### config.mk
export PLATFORM = sky130hd
export DESIGN_NAME = int_exec_pipe_unit
export DESIGN_NICKNAME = d
export VERILOG_FILES = /design/src/rtl/int_exec_pipe_unit.sv
export SDC_FILE = /design/constraint.sdc
export NUM_CORES = 1
export LEC_CHECK = 0
export CAP_MARGIN = 25
export CORE_AREA = 2 2 186 188
export DETAILED_ROUTE_END_ITERATION = 10
export DIE_AREA = 0 0 188 190
export GPL_TIMING_DRIVEN = 0
export HOLD_SLACK_MARGIN = 0.03
export PLACE_DENSITY = 0.64
export SLEW_MARGIN = 10
export SYNTH_ARGS = -nofsm -noshare
export SYNTH_HDL_FRONTEND = slang
export SYNTH_SLANG_ARGS = --single-unit
### constraint.sdc
create_clock -name clk -period 4.5 [get_ports clk]
set_input_delay 0.9 -clock clk [delete_from_list [all_inputs] [get_ports clk]]
set_output_delay 0.9 -clock clk [all_outputs]
set_load 0.01 [all_outputs]
### src/rtl/int_exec_pipe_unit.sv
// int_exec_pipe_unit: pipelined integer ALU/branch unit between the issue queue and the CDB.
// Entry and bus packing, MSB to LSB: {data[XLEN], tag[TAG_W], valid, branch, taken}.
module int_exec_pipe_unit #(
    parameter int XLEN           = 32,
    parameter int TAG_W          = 6,
    parameter int PIPE_DEPTH     = 2,
    parameter int OUT_FIFO_DEPTH = 3
) (
    input  logic                    clk,
    input  logic                    rst,
    input  logic                    issue_int,
    output logic                    int_ready,
    input  logic [6:0]              Opcode,
    input  logic [2:0]              Funct3,
    input  logic [6:0]              Funct7,
    input  logic [XLEN-1:0]         RS1,
    input  logic [XLEN-1:0]         RS2,
    input  logic [TAG_W-1:0]        RD_Tag,
    input  logic                    flush,
    output logic                    cdb_req,
    input  logic                    cdb_grant,
    output logic [XLEN+TAG_W+2:0]   cdb_int_unit
);
    localparam int EW = XLEN + TAG_W + 3;
    localparam int PW = (OUT_FIFO_DEPTH > 1) ? $clog2(OUT_FIFO_DEPTH) : 1;
    localparam int CW = $clog2(OUT_FIFO_DEPTH + 1);
    localparam int SW = $clog2(XLEN);
    localparam logic [6:0] OP_R = 7'b0110011;
    localparam logic [6:0] OP_B = 7'b1100011;

    logic                   is_branch;
    logic                   is_alt;
    logic                   taken;
    logic                   accept;
    logic                   pop;
    logic                   fifo_push;
    logic [SW-1:0]          shamt;
    logic [XLEN-1:0]        alu_res;
    logic signed [XLEN-1:0] sra_res;
    logic [EW-1:0]          new_entry;
    logic [EW-1:0]          fifo_din;
    logic [EW-1:0]          mem_q [OUT_FIFO_DEPTH];
    logic [PW-1:0]          wr_ptr_q;
    logic [PW-1:0]          rd_ptr_q;
    logic [CW-1:0]          cnt_q;
    logic [CW-1:0]          cnt_d;
    logic [CW-1:0]          occ_q;
    logic [CW-1:0]          occ_d;

    assign is_branch = (Opcode == OP_B);
    assign is_alt    = (Funct7 == 7'b0100000);
    assign shamt     = RS2[SW-1:0];
    assign sra_res   = $signed(RS1) >>> shamt;

    // occ is a credit count of everything accepted but not yet granted, so
    // int_ready never depends combinationally on cdb_grant.
    assign int_ready = (occ_q < CW'(OUT_FIFO_DEPTH));
    assign accept    = issue_int && int_ready && !flush;
    assign cdb_req   = (cnt_q != '0) && !flush;
    assign pop       = cdb_req && cdb_grant;

    // ALU: RV32I register/immediate operations selected by funct3; SUB only for R-type.
    always_comb begin
        alu_res = RS1 + RS2;
        case (Funct3)
            3'b000: alu_res = (Opcode == OP_R && is_alt) ? (RS1 - RS2) : (RS1 + RS2);
            3'b001: alu_res = RS1 << shamt;
            3'b010: alu_res = {{(XLEN-1){1'b0}}, ($signed(RS1) < $signed(RS2))};
            3'b011: alu_res = {{(XLEN-1){1'b0}}, (RS1 < RS2)};
            3'b100: alu_res = RS1 ^ RS2;
            3'b101: alu_res = is_alt ? sra_res : (RS1 >> shamt);
            3'b110: alu_res = RS1 | RS2;
            3'b111: alu_res = RS1 & RS2;
            default: alu_res = RS1 + RS2;
        endcase
    end

    // Branch condition comparators; the two reserved funct3 codes resolve not-taken.
    always_comb begin
        taken = 1'b0;
        case (Funct3)
            3'b000: taken = (RS1 == RS2);
            3'b001: taken = (RS1 != RS2);
            3'b100: taken = ($signed(RS1) < $signed(RS2));
            3'b101: taken = ($signed(RS1) >= $signed(RS2));
            3'b110: taken = (RS1 < RS2);
            3'b111: taken = (RS1 >= RS2);
            default: taken = 1'b0;
        endcase
    end

    assign new_entry = is_branch ? {{XLEN{1'b0}}, {TAG_W{1'b0}}, 1'b0, 1'b1, taken}
                                 : {alu_res, RD_Tag, 1'b1, 1'b0, 1'b0};

    generate
        if (PIPE_DEPTH == 1) begin : g_no_stage
            assign fifo_push = accept;
            assign fifo_din  = new_entry;
        end else begin : g_stage
            localparam int NS = PIPE_DEPTH - 1;
            logic [NS-1:0] vld_q;
            logic [EW-1:0] ent_q [NS];

            // Fixed-latency shift pipeline; only the valid bits need clearing.
            always_ff @(posedge clk) begin
                if (rst || flush) begin
                    vld_q <= '0;
                end else begin
                    vld_q[0] <= accept;
                    for (int i = 1; i < NS; i++) vld_q[i] <= vld_q[i-1];
                end
                ent_q[0] <= new_entry;
                for (int i = 1; i < NS; i++) ent_q[i] <= ent_q[i-1];
            end

            assign fifo_push = vld_q[NS-1];
            assign fifo_din  = ent_q[NS-1];
        end
    endgenerate

    // Next-state for FIFO fill level and credit count.
    always_comb begin
        cnt_d = cnt_q;
        occ_d = occ_q;
        if (fifo_push && !pop)      cnt_d = cnt_q + 1'b1;
        else if (!fifo_push && pop) cnt_d = cnt_q - 1'b1;
        if (accept && !pop)         occ_d = occ_q + 1'b1;
        else if (!accept && pop)    occ_d = occ_q - 1'b1;
    end

    // Output FIFO storage, pointers and counters; flush and reset both empty it.
    always_ff @(posedge clk) begin
        if (rst || flush) begin
            wr_ptr_q <= '0;
            rd_ptr_q <= '0;
            cnt_q    <= '0;
            occ_q    <= '0;
        end else begin
            if (fifo_push) begin
                mem_q[wr_ptr_q] <= fifo_din;
                wr_ptr_q <= (wr_ptr_q == PW'(OUT_FIFO_DEPTH - 1)) ? '0 : wr_ptr_q + 1'b1;
            end
            if (pop) begin
                rd_ptr_q <= (rd_ptr_q == PW'(OUT_FIFO_DEPTH - 1)) ? '0 : rd_ptr_q + 1'b1;
            end
            cnt_q <= cnt_d;
            occ_q <= occ_d;
        end
    end

    assign cdb_int_unit = pop ? mem_q[rd_ptr_q] : '0;

endmodule

==> results of run 1 <==
## how the worst max path moves through the flow
stage	endpoint	cells after the start
2_1_floorplan	mem_q[1][0]	3
3_3_place_gp	mem_q[1][6]	4
3_5_place_dp	g_stage.ent_q[0][0]	15
4_1_cts	g_stage.ent_q[0][37]	15
5_1_grt	g_stage.ent_q[0][21]	15
6_report	g_stage.ent_q[0][0]	13
## report_power, final
part / total (mW) / internal, mW / leakage (nW) / switching [mW]
Combinational: 1.49 / 0.524 / 4.93 / 0.963
Clock: 1.49 / 0.847 / 0.301 / 0.643
Sequential: 1.82 / 1.79 / 1.52 / 0.0343
Total: 4.80 / 3.16 / 6.75 / 1.64
## Yosys cell counts, types with 29 or more instances
| cell | number |
|---|---|
| a211oi_1 | 29 |
| o21ai_0 | 128 |
| mux4_2 | 43 |
| ha_1 | 99 |
| nor2_1 | 262 |
| nand2_1 | 118 |
| dfxtp_1 | 52 |
| mux2i_1 | 88 |
| clkbuf_1 | 88 |
| inv_1 | 98 |
| edfxtp_1 | 123 |
| nor3_1 | 33 |
| a21oi_1 | 182 |
## final cells by class
type / count / area share
timing repair buffer: 147 / 0.0815
clock inverter: 15 / 0.0108
buffer: 132 / 0.0323
clock buffer: 17 / 0.0239
antenna: 1 / 0.000141
tap: 455 / 0.0320
multi-input combinational: 1343 / 0.532
sequential: 175 / 0.266
inverter: 100 / 0.0216
## metrics by stage
step	power (mW)	utilization
floorplan	2.68	-
global placement	3.25	0.496
detailed placement	3.26	0.500
CTS	4.75	0.520
global route	4.98	0.524
finish	4.80	0.525
## cell usage in the layout, fill, tap and decap left out, types with 78 or more instances in the layout
master           instances
nor2_1                 262
nand2_1                118
ha_1                    97
inv_1                   96
a21oi_1                179
clkdlybuf4s50_1        124
edfxtp_1               123
clkbuf_1                78
mux2i_1                 88
o21ai_0                121
## routing by layer
metal  vias to the layer above  GRT usage
met4                         0      0.181
met2                       924      0.586
met1                      7207      0.459
met3                       177     0.0636
li1                       6734          -
met5                         -          0
## cell families (layout without fill, tap and decap cells)
group | count (synthesis) | count (layout)
AOI/OAI and AO/OA | 540 | 540
and+or+nand+nor | 528 | 528
buffers and inverters | 236 | 411
DFF | 175 | 175
muxes | 142 | 142
adders and majority gates | 101 | 101
xor gates and xnor gates | 32 | 32
other | 0 | 1
## timing repair
item	4_1_cts	5_1_grt
resized for setup	34	33
hold buffers	0	0
pin swaps	1	3
buffers inserted	1	1
setup endpoints to repair	30	25
## registers in the layout (all words and copies together) (netlist names), named ones only
register and cells:
cnt_q 2, fifo_push 1, g_stage.ent_q 41, mem_q 123, occ_q 2, rd_ptr_q 2, wr_ptr_q 2
==> key figures, run 1 <==
Outcome
  – Run status: finished with violations
  – Failing checks: setup timing

STA
  – Setup tns final: -0.00739 ns
  – Period minus WS final: 4.51 ns
  – Slew Viols, Final: 0
  – Worst rel slew slack: 0.374
  – Worst setup margin: -0.00739 ns
  – Final clock skew: 0.00818 ns
  – Fin Hold WS: about 0.45 ns
  – Finish-stage setup viols: 1
  – Worst-margin pin slew: ~0.93 ns
  – FMAX: 222 MHz
  – RSZ-0062 raised after global routing: no
  – Final hold violation count: 0
  – Final worst path period share: 1.00

Yosys
  – Syn avg cell area: approximately 8.5 µm²
  – Mapped cell area: 15,000 µm²
  – Mux cell area share after synthesis: 0.132
  – Synth async-reset ratio: 0
  – Post-Syn Nets: 1,947
  – Post-synthesis adder-cell area fraction: 0.0855
  – Synth top area cells: edfxtp_1, ha_1, dfxtp_1
  – Post-synthesis sequential area ratio: 0.317
  – YS warnings: 0
  – Main combinational cell family by area after synthesis: compound AO/OA/AOI/OAI gates
  – Synth unique cells: 77
  – Post-synthesis xor/xnor area fraction: 0.0187
  – Yosys reg bits: 175
  – Yosys top cell area share: 0.247
  – Area leader, netlist: edfxtp_1
  – Primary FF master, synth: edfxtp_1
  – Count of flip-flops with a built-in enable after synthesis: 123
  – Cells after synthesis: 1,754
  – Compound-Gate Fraction of Synth Area: 0.226
  – Synth Area in Simple Gates: 0.159

Cells and area
  – Layout Nets: 2,109
  – Final Non-Filler Cells: 2,385
  – Post-layout instance area: around 18,000 µm²
  – Share of post-route cells with drive strength above 1: 0.0980
  – Fillers: ~3,200
  – Footprint of the multi-input gates: 9470 µm²
  – Area grow syn2layout: 19.1%
  – Register area: 4730 µm²

Setup path
  – Critical Path RT: between 4 and 5 ns
  – Worst path max stage delay: 0.58 ns
  – Critical Path Sink Type: register
  – Worst reg2reg path endpoint: mem_q[2][2]
  – Worst Path Max Fanout: 10
  – Worst Reg-to-Reg Cells: 5
  – Kind of critical path: in -> reg
  – R2R Path Start: fifo_push
  – FF-to-FF setup slack: 2.26 ns
  – Crit path launch type: input pin
  – Worst-path cell chain: dlygate4sd2_1 -> inv_1 -> ha_1 -> clkbuf_1 -> or2_2 -> or4b_1 -> a21oi_1 -> o41ai_1 -> a21oi_2 -> a21oi_4 -> mux2_2 -> o22ai_1 -> a221oi_2
  – Buf/Inv on CP: 3
  – Crit-path slowest cell: or4b_1
  – Top delay family on crit path: compound AO/OA/AOI/OAI gates
  – Crit path from: RS1[27]
  – Crit path DAT: 4.79 ns

Routing
  – WL met2: 29,600 µm
  – Drt first pass iters: 8
  – Drt drc: 0
  – Wire per inst: between 20 and 30 µm
  – Via-to-Cell Ratio: ~6.3
  – Post-route ant nets: 0
  – Starting DRT DRC Count: between 1,500 and 2,000
  – Max Used Layer: met4
  – M1 WL: ~26,000 µm
  – Vias: around 15,000
  – Metal3 WL: 5840 µm
  – Routed WL: 64,900 µm

Clocking
  – CTS sink count: 175
  – Reg clk slew, reported paths: 0.06 ns
  – Number of buffers created by CTS: 17
  – Clock Latency Late Sink: 0.42 ns
  – Root buffer cell: clkbuf_16
  – Clock Tree Buf Depth: 2
  – CTS tree: done
  – H-Tree Depth: 4

Placement
  – Cell area after placement: 17,000 µm²
  – Detailed placement HPWL: 51,600 µm
  – Final Wtd Congestion: 1.04
  – Cell Count Post-Placement: ~2,400
  – Count of buffers from port buffering: ~130
  – Place WS: -1.62 ns

Global route
  – Largest net degree at the start of global routing: 19
  – Initial antenna violation count: 2
  – Vias in the first global route: 14,300
  – Grt ovf: 0
  – Global-route wire length before repair: 94,500 µm
  – GRT Overall Usage: 0.359

Pwr
  – Pwr per Cell Area: 270 nW/µm²
  – Worst VDD drop: 0.000248 V
  – Lkg Pwr: 6.75 nW

Floorplan
  – Die area: 35,700 µm²
  – # IOs: 135
  – Die Span X: 188 µm
  – Initial Utilization: 0.441
  – Num rows: 68
  – Die Ht: 190 µm
  – Core box area: 33,900 µm²

Hold path
  – Hold Startpoint: g_stage.ent_q[0][2]
  – Hold-critical path depth: 0
  – Worst Hold Path EP: mem_q[1][2]
  – Hold Crit Class: reg -> reg

Job
  – Max Cap Viol: 0
No activity file was read; power rests on OpenSTA's default activity.
==> run 2: changes to the inputs <==
DONT_BUFFER_PORTS = 1   (was default)
PLACE_DENSITY = 0.58   (was 0.64)
SLEW_MARGIN = default   (was 10)
==> key figures, run 2 (synthesis results as in run 1) <==
Outcome
  – Run status: finished, final reports clean

STA
  – Fin Hold WS: approximately 0.45 ns
  – Worst-margin pin slew: approximately 0.9 ns
  – Final clock skew: 0.00630 ns
  – FMAX: approximately 220 MHz
  – Worst rel slew slack: 0.403
  – RSZ-0062 raised after global routing: no
  – Period minus WS final: 4.47 ns
  – Slew Viols, Final: 0
  – Final hold violation count: 0
  – Finish-stage setup viols: 0
  – Worst setup margin: 0.0287 ns
  – Final worst path period share: 0.994

Clocking
  – Post-CTS Hold Fix Bufs: 0
  – Clock Latency Late Sink: 0.42 ns
  – Number of buffers created by CTS: 17
  – Root buffer cell: clkbuf_16
  – CTS tree: done
  – Clock Tree Buf Depth: 2
  – Reg clk slew, reported paths: 0.06 ns
  – H-Tree Depth: 4
  – CTS sink count: 175

Hold path
  – Hold Crit Class: reg -> reg

Global route
  – Vias in the first global route: 13,800
  – GRT Overall Usage: 0.357
  – Largest net degree at the start of global routing: 18
  – Grt ovf: 0
  – Global-route wire length before repair: about 94,000 µm
  – Initial antenna violation count: 3

Cells and area
  – Diode count: 0
  – Reg with most FFs: mem_q
  – Most frequent cells in the layout: nor2_1, a21oi_1, o21ai_0
  – Final core occ: 0.481
  – Area grow syn2layout: 9.09%
  – Flip-flop count of the largest register after layout: 123
  – Biggest regs: mem_q: 123 flops, g_stage.ent_q: 41 flops
  – Post-layout instance area: 16,300 µm²
  – Most common cell after layout, fill and taps aside: nor2_1
  – Layout Nets: 1,978
  – Final Non-Filler Cells: 2,253
  – Share of post-route cells with drive strength above 1: 0.0890

Floorplan
  – # IOs: 135
  – Num rows: just under 70
  – Core box area: about 34,000 µm²
  – Initial Utilization: 0.441
  – Die Ht: 190 µm
  – Die area: approximately 36,000 µm²
  – Die Span X: between 150 and 200 µm

Routing
  – Vias: 14,600
  – Drt drc: 0
  – Post-route ant nets: 0
  – Drt first pass iters: 6
  – Routed WL: between 60,000 and 70,000 µm
  – Starting DRT DRC Count: 1,779
  – Wire per inst: 28.7 µm
  – Via-to-Cell Ratio: about 6.5

Setup path
  – Worst Path Max Fanout: 12
  – Kind of critical path: in -> reg
  – Worst Reg-to-Reg Cells: 7
  – Worst reg2reg path endpoint: occ_q[1]
  – FF-to-FF setup slack: approximately 2.2 ns
  – Crit path DAT: 4.77 ns
  – Crit path from: RS2[1]
  – Critical Path RT: 4.80 ns
  – Crit path launch type: input pin
  – Critical path endpoint: g_stage.ent_q[0][40]
  – R2R Path Start: cnt_q[0]
  – Critical Path Sink Type: register

Placement
  – Cell Count Post-Placement: 2,222
  – Final Wtd Congestion: 0.991
  – Place WS: -1.06 ns
  – Cell area after placement: 15,700 µm²
  – Count of buffers from port buffering: 0
  – Detailed placement HPWL: between 50,000 and 60,000 µm

Pwr
  – Lkg Pwr: between 6 and 7 nW
  – Pwr per Cell Area: roughly 280 nW/µm²
  – Worst VDD drop: 0.000290 V

Job
  – Max Cap Viol: 0
-- run 2: cell count changes in the layout (fill, tap and decap cells not counted), sizes merged --
cell / before / now
buf: 57 / 62
inv: 106 / 101
diode: 1 / 0
clkbuf: 107 / 106
dlygate4sd2: 5 / 0
clkinv: 4 / 6
clkdlybuf4s50: 124 / 0
dlymetal6s2s: 3 / 0
-- run 2: worst min-delay path by stage --
| stage | start | to | cells after the start |
|---|---|---|---|
| CTS | g_stage.ent_q[0][22] | mem_q[2][22] | 0 |
| floorplan | g_stage.ent_q[0][0] | mem_q[0][0] | 0 |
| finish | g_stage.ent_q[0][30] | mem_q[1][30] | 0 |
| global placement | g_stage.ent_q[0][18] | mem_q[0][18] | 0 |
| global route | g_stage.ent_q[0][30] | mem_q[0][30] | 0 |
| detailed placement | g_stage.ent_q[0][30] | mem_q[0][30] | 0 |
-- run 2: cell type report --
class | count | area, µm²
clock inverter | 12 | 129
clock buffer | 20 | 468
buffer | 134 | 562
timing repair buffer | 14 | 151
inverter | 100 | 380
tap | 455 | 569
multi-input combinational | 1343 | 9320
sequential | 175 | 4730
fill | 3331 | 17600
-- run 2: per-stage QoR --
| step | TNS (ns) | power, mW |
|---|---|---|
| 2_1_floorplan | -9.58 | 2.68 |
| 3_3_place_gp | -291.38 | 3.12 |
| 3_5_place_dp | -21.09 | 3.12 |
| 4_1_cts | 0 | 4.57 |
| 5_1_grt | 0 | 4.75 |
| 6_report | 0 | 4.59 |
-- run 2: worst max-delay path, cell delays in order --
cell,delay (ns)
buf_2,0.21
clkinv_1,0.31
clkbuf_1,0.45
ha_1,0.48
o21bai_1,0.27
o211ai_1,0.20
a211oi_1,0.48
nor2_1,0.16
nor3_1,0.54
o31ai_2,0.22
a21oi_1,0.27
o32a_1,0.21
nand2_1,0.06
-- run 2: repair_timing --
item,in CTS,in global routing
pin swaps,0,0
setup buffers,1,0
resized for setup,9,7
endpoints found under the setup margin,27,10
-- run 2: layer usage --
layer,wire length [µm],up-vias,GRT usage
li1,-,6446,-
met1,26200,7022,0.474
met2,29500,943,0.585
met3,5660,158,0.0507
met4,3230,2,0.148
met5,9,-,0
-- run 2: power by group --
group | leakage (nW) | switching [mW] | internal [mW]
clock | 0.293 | 0.574 | 0.867
combinational | 4.36 | 0.883 | 0.441
sequential | 1.52 | 0.0343 | 1.79
total | 6.17 | 1.49 | 3.10
==> run 3: changes to the inputs <==
CORE_AREA = 2 2 210 212   (was 2 2 186 188)
DIE_AREA = 0 0 212 214   (was 0 0 188 190)
PLACE_DENSITY = 0.47   (was 0.58)
==> key figures, run 3 (synthesis results as in run 1) <==
STA
  – Final clock skew: approximately 0.0087 ns
  – Period minus WS final: 4.42 ns
  – FMAX: 226 MHz
  – Slew Viols, Final: 0
  – Worst-margin pin slew: 0.923 ns
  – Worst rel slew slack: 0.385
  – Final hold violation count: 0
  – RSZ-0062 raised after global routing: no
  – Final worst path period share: 0.982
  – Fin Hold WS: 0.454 ns
  – Finish-stage setup viols: 0

Global route
  – Vias in the first global route: around 14,000
  – Initial antenna violation count: 1
  – GRT Overall Usage: 0.284
  – Grt ovf: 0
  – Global-route wire length before repair: 94,300 µm
  – Largest net degree at the start of global routing: 18

Cells and area
  – Layout Nets: 1,977
  – Most common cell after layout, fill and taps aside: nor2_1
  – Flip-flop count of the largest register after layout: 123
  – Share of post-route cells with drive strength above 1: 0.0890
  – Fillers: 4,451
  – Diode count: 0
  – Area grow syn2layout: 10.6%
  – Reg with most FFs: mem_q
  – Final core occ: 0.386
  – Biggest regs: mem_q: 123 flops, g_stage.ent_q: 41 flops
  – Most frequent cells in the layout: nor2_1, a21oi_1, o21ai_0

Setup path
  – Worst-path cell chain: clkbuf_1 -> inv_1 -> clkbuf_2 -> ha_1 -> buf_2 -> nor2_1 -> a221o_1 -> or2_1 -> a21oi_1 -> a31oi_1 -> a21oi_2 -> o21ai_0 -> a221o_1 -> a221oi_4
  – Crit-path slowest cell: ha_1
  – Crit path DAT: 4.70 ns
  – Buf/Inv on CP: 4
  – Crit-path most repeated cell: a221o_1
  – Critical Path RT: 4.78 ns
  – Kind of critical path: in -> reg
  – Top delay family on crit path: compound AO/OA/AOI/OAI gates
  – Worst Path Max Fanout: 11
  – Critical Path Sink Type: register
  – Crit path launch type: input pin
  – Worst path max stage delay: 0.37 ns

Floorplan
  – Die Span X: 212 µm
  – # IOs: 135
  – Num rows: 76
  – Die area: 45,400 µm²
  – Initial Utilization: 0.349
  – Die Ht: roughly 210 µm
  – Core box area: 42,900 µm²

Routing
  – Wire per inst: between 20 and 30 µm
  – Vias: 14,100
  – Routed WL: ~66,000 µm
  – Drt first pass iters: 8
  – Starting DRT DRC Count: 1,599
  – Post-route ant nets: 0
  – Via-to-Cell Ratio: between 5 and 6
  – Drt drc: 0

Clocking
  – Post-CTS Hold Fix Bufs: 0
  – H-Tree Depth: 4
  – Root buffer cell: clkbuf_16
  – Reg clk slew, reported paths: 0.07 ns
  – Number of buffers created by CTS: 17
  – Clock Tree Buf Depth: 2
  – Clock Latency Late Sink: 0.42 ns
  – CTS sink count: about 180
  – CTS tree: done

Job
  – Max Cap Viol: 0

Pwr
  – Lkg Pwr: about 6.2 nW
  – Pwr per Cell Area: roughly 280 nW/µm²
  – Worst VDD drop: 0.000193 V

Placement
  – Detailed placement HPWL: 53,100 µm
  – Count of buffers from port buffering: 0
  – Final Wtd Congestion: 1.00

Hold path
  – Hold Crit Class: reg -> reg

Outcome
  – Run status: finished, final reports clean
run 3: cell type report:
type / instances / area, µm² / area share
clock buffer: 20 / 500 / 0.0303
clock inverter: 12 / 141 / 0.00855
buffer: 134 / 562 / 0.0340
sequential: 175 / 4730 / 0.286
tap: 585 / 732 / 0.0443
multi-input combinational: 1343 / 9350 / 0.565
timing repair buffer: 13 / 143 / 0.00862
inverter: 100 / 379 / 0.0229
run 3: final timing paths:
check / from / end / slack [ns] / cells past startpoint
worst max-delay path: RS2[4] / g_stage.ent_q[0][0] / 0.08 / 14
worst min-delay path: g_stage.ent_q[0][30] / mem_q[1][30] / 0.45 / 0
worst max register to register: cnt_q[0] / occ_q[1] / 2.26 / 7
worst min register to register: g_stage.ent_q[0][30] / mem_q[1][30] / 0.45 / 0
run 3: per-layer routing:
layer / GRT usage / vias to the layer above / routed length (µm)
met1: 0.384 / 6844 / 27800
met3: 0.0375 / 131 / 4900
met5: 0 / - / 0
li1: - / 6464 / -
met2: 0.444 / 707 / 29500
met4: 0.142 / 0 / 3450
run 3: worst reg2reg max path: cells and delay by family (launching register included):
family	cells	cell delay, ns
flip-flops	1	0.38
AO/OA/AOI/OAI	1	0.14
AND/OR/NAND/NOR	4	0.97
buffers and inverters	1	0.31
adder cells (fa/ha/maj)	1	0.37
run 3: power by group:
part / switching (mW) / internal, mW
logic: 0.868 / 0.441
registers: 0.0367 / 1.79
clock network: 0.616 / 0.930
total: 1.52 / 3.16
run 3: metrics by stage:
| stage | instance area (µm²) | setup TNS [ns] | cells | worst slack [ns] | power, mW |
|---|---|---|---|---|---|
| 2_1_floorplan | 15000 | -9.58 | 1754 | -0.125 | 2.68 |
| 3_3_place_gp | 15700 | -322.97 | 2339 | -2.68 | 3.12 |
| 3_5_place_dp | 15800 | -18.43 | 2352 | -1.10 | 3.12 |
| 4_1_cts | 16500 | 0 | 2382 | 0.0344 | 4.68 |
| 5_1_grt | 16500 | 0 | 2382 | 0.00614 | 4.87 |
| 6_report | 16500 | 0 | 2382 | 0.0807 | 4.68 |
run 3: repair_timing:
item / CTS / global route
pin swaps: 0 / 0
setup buffers: 0 / 0
resized for setup: 8 / 8
setup endpoints to repair: 26 / 11
gates cloned: 0 / 0
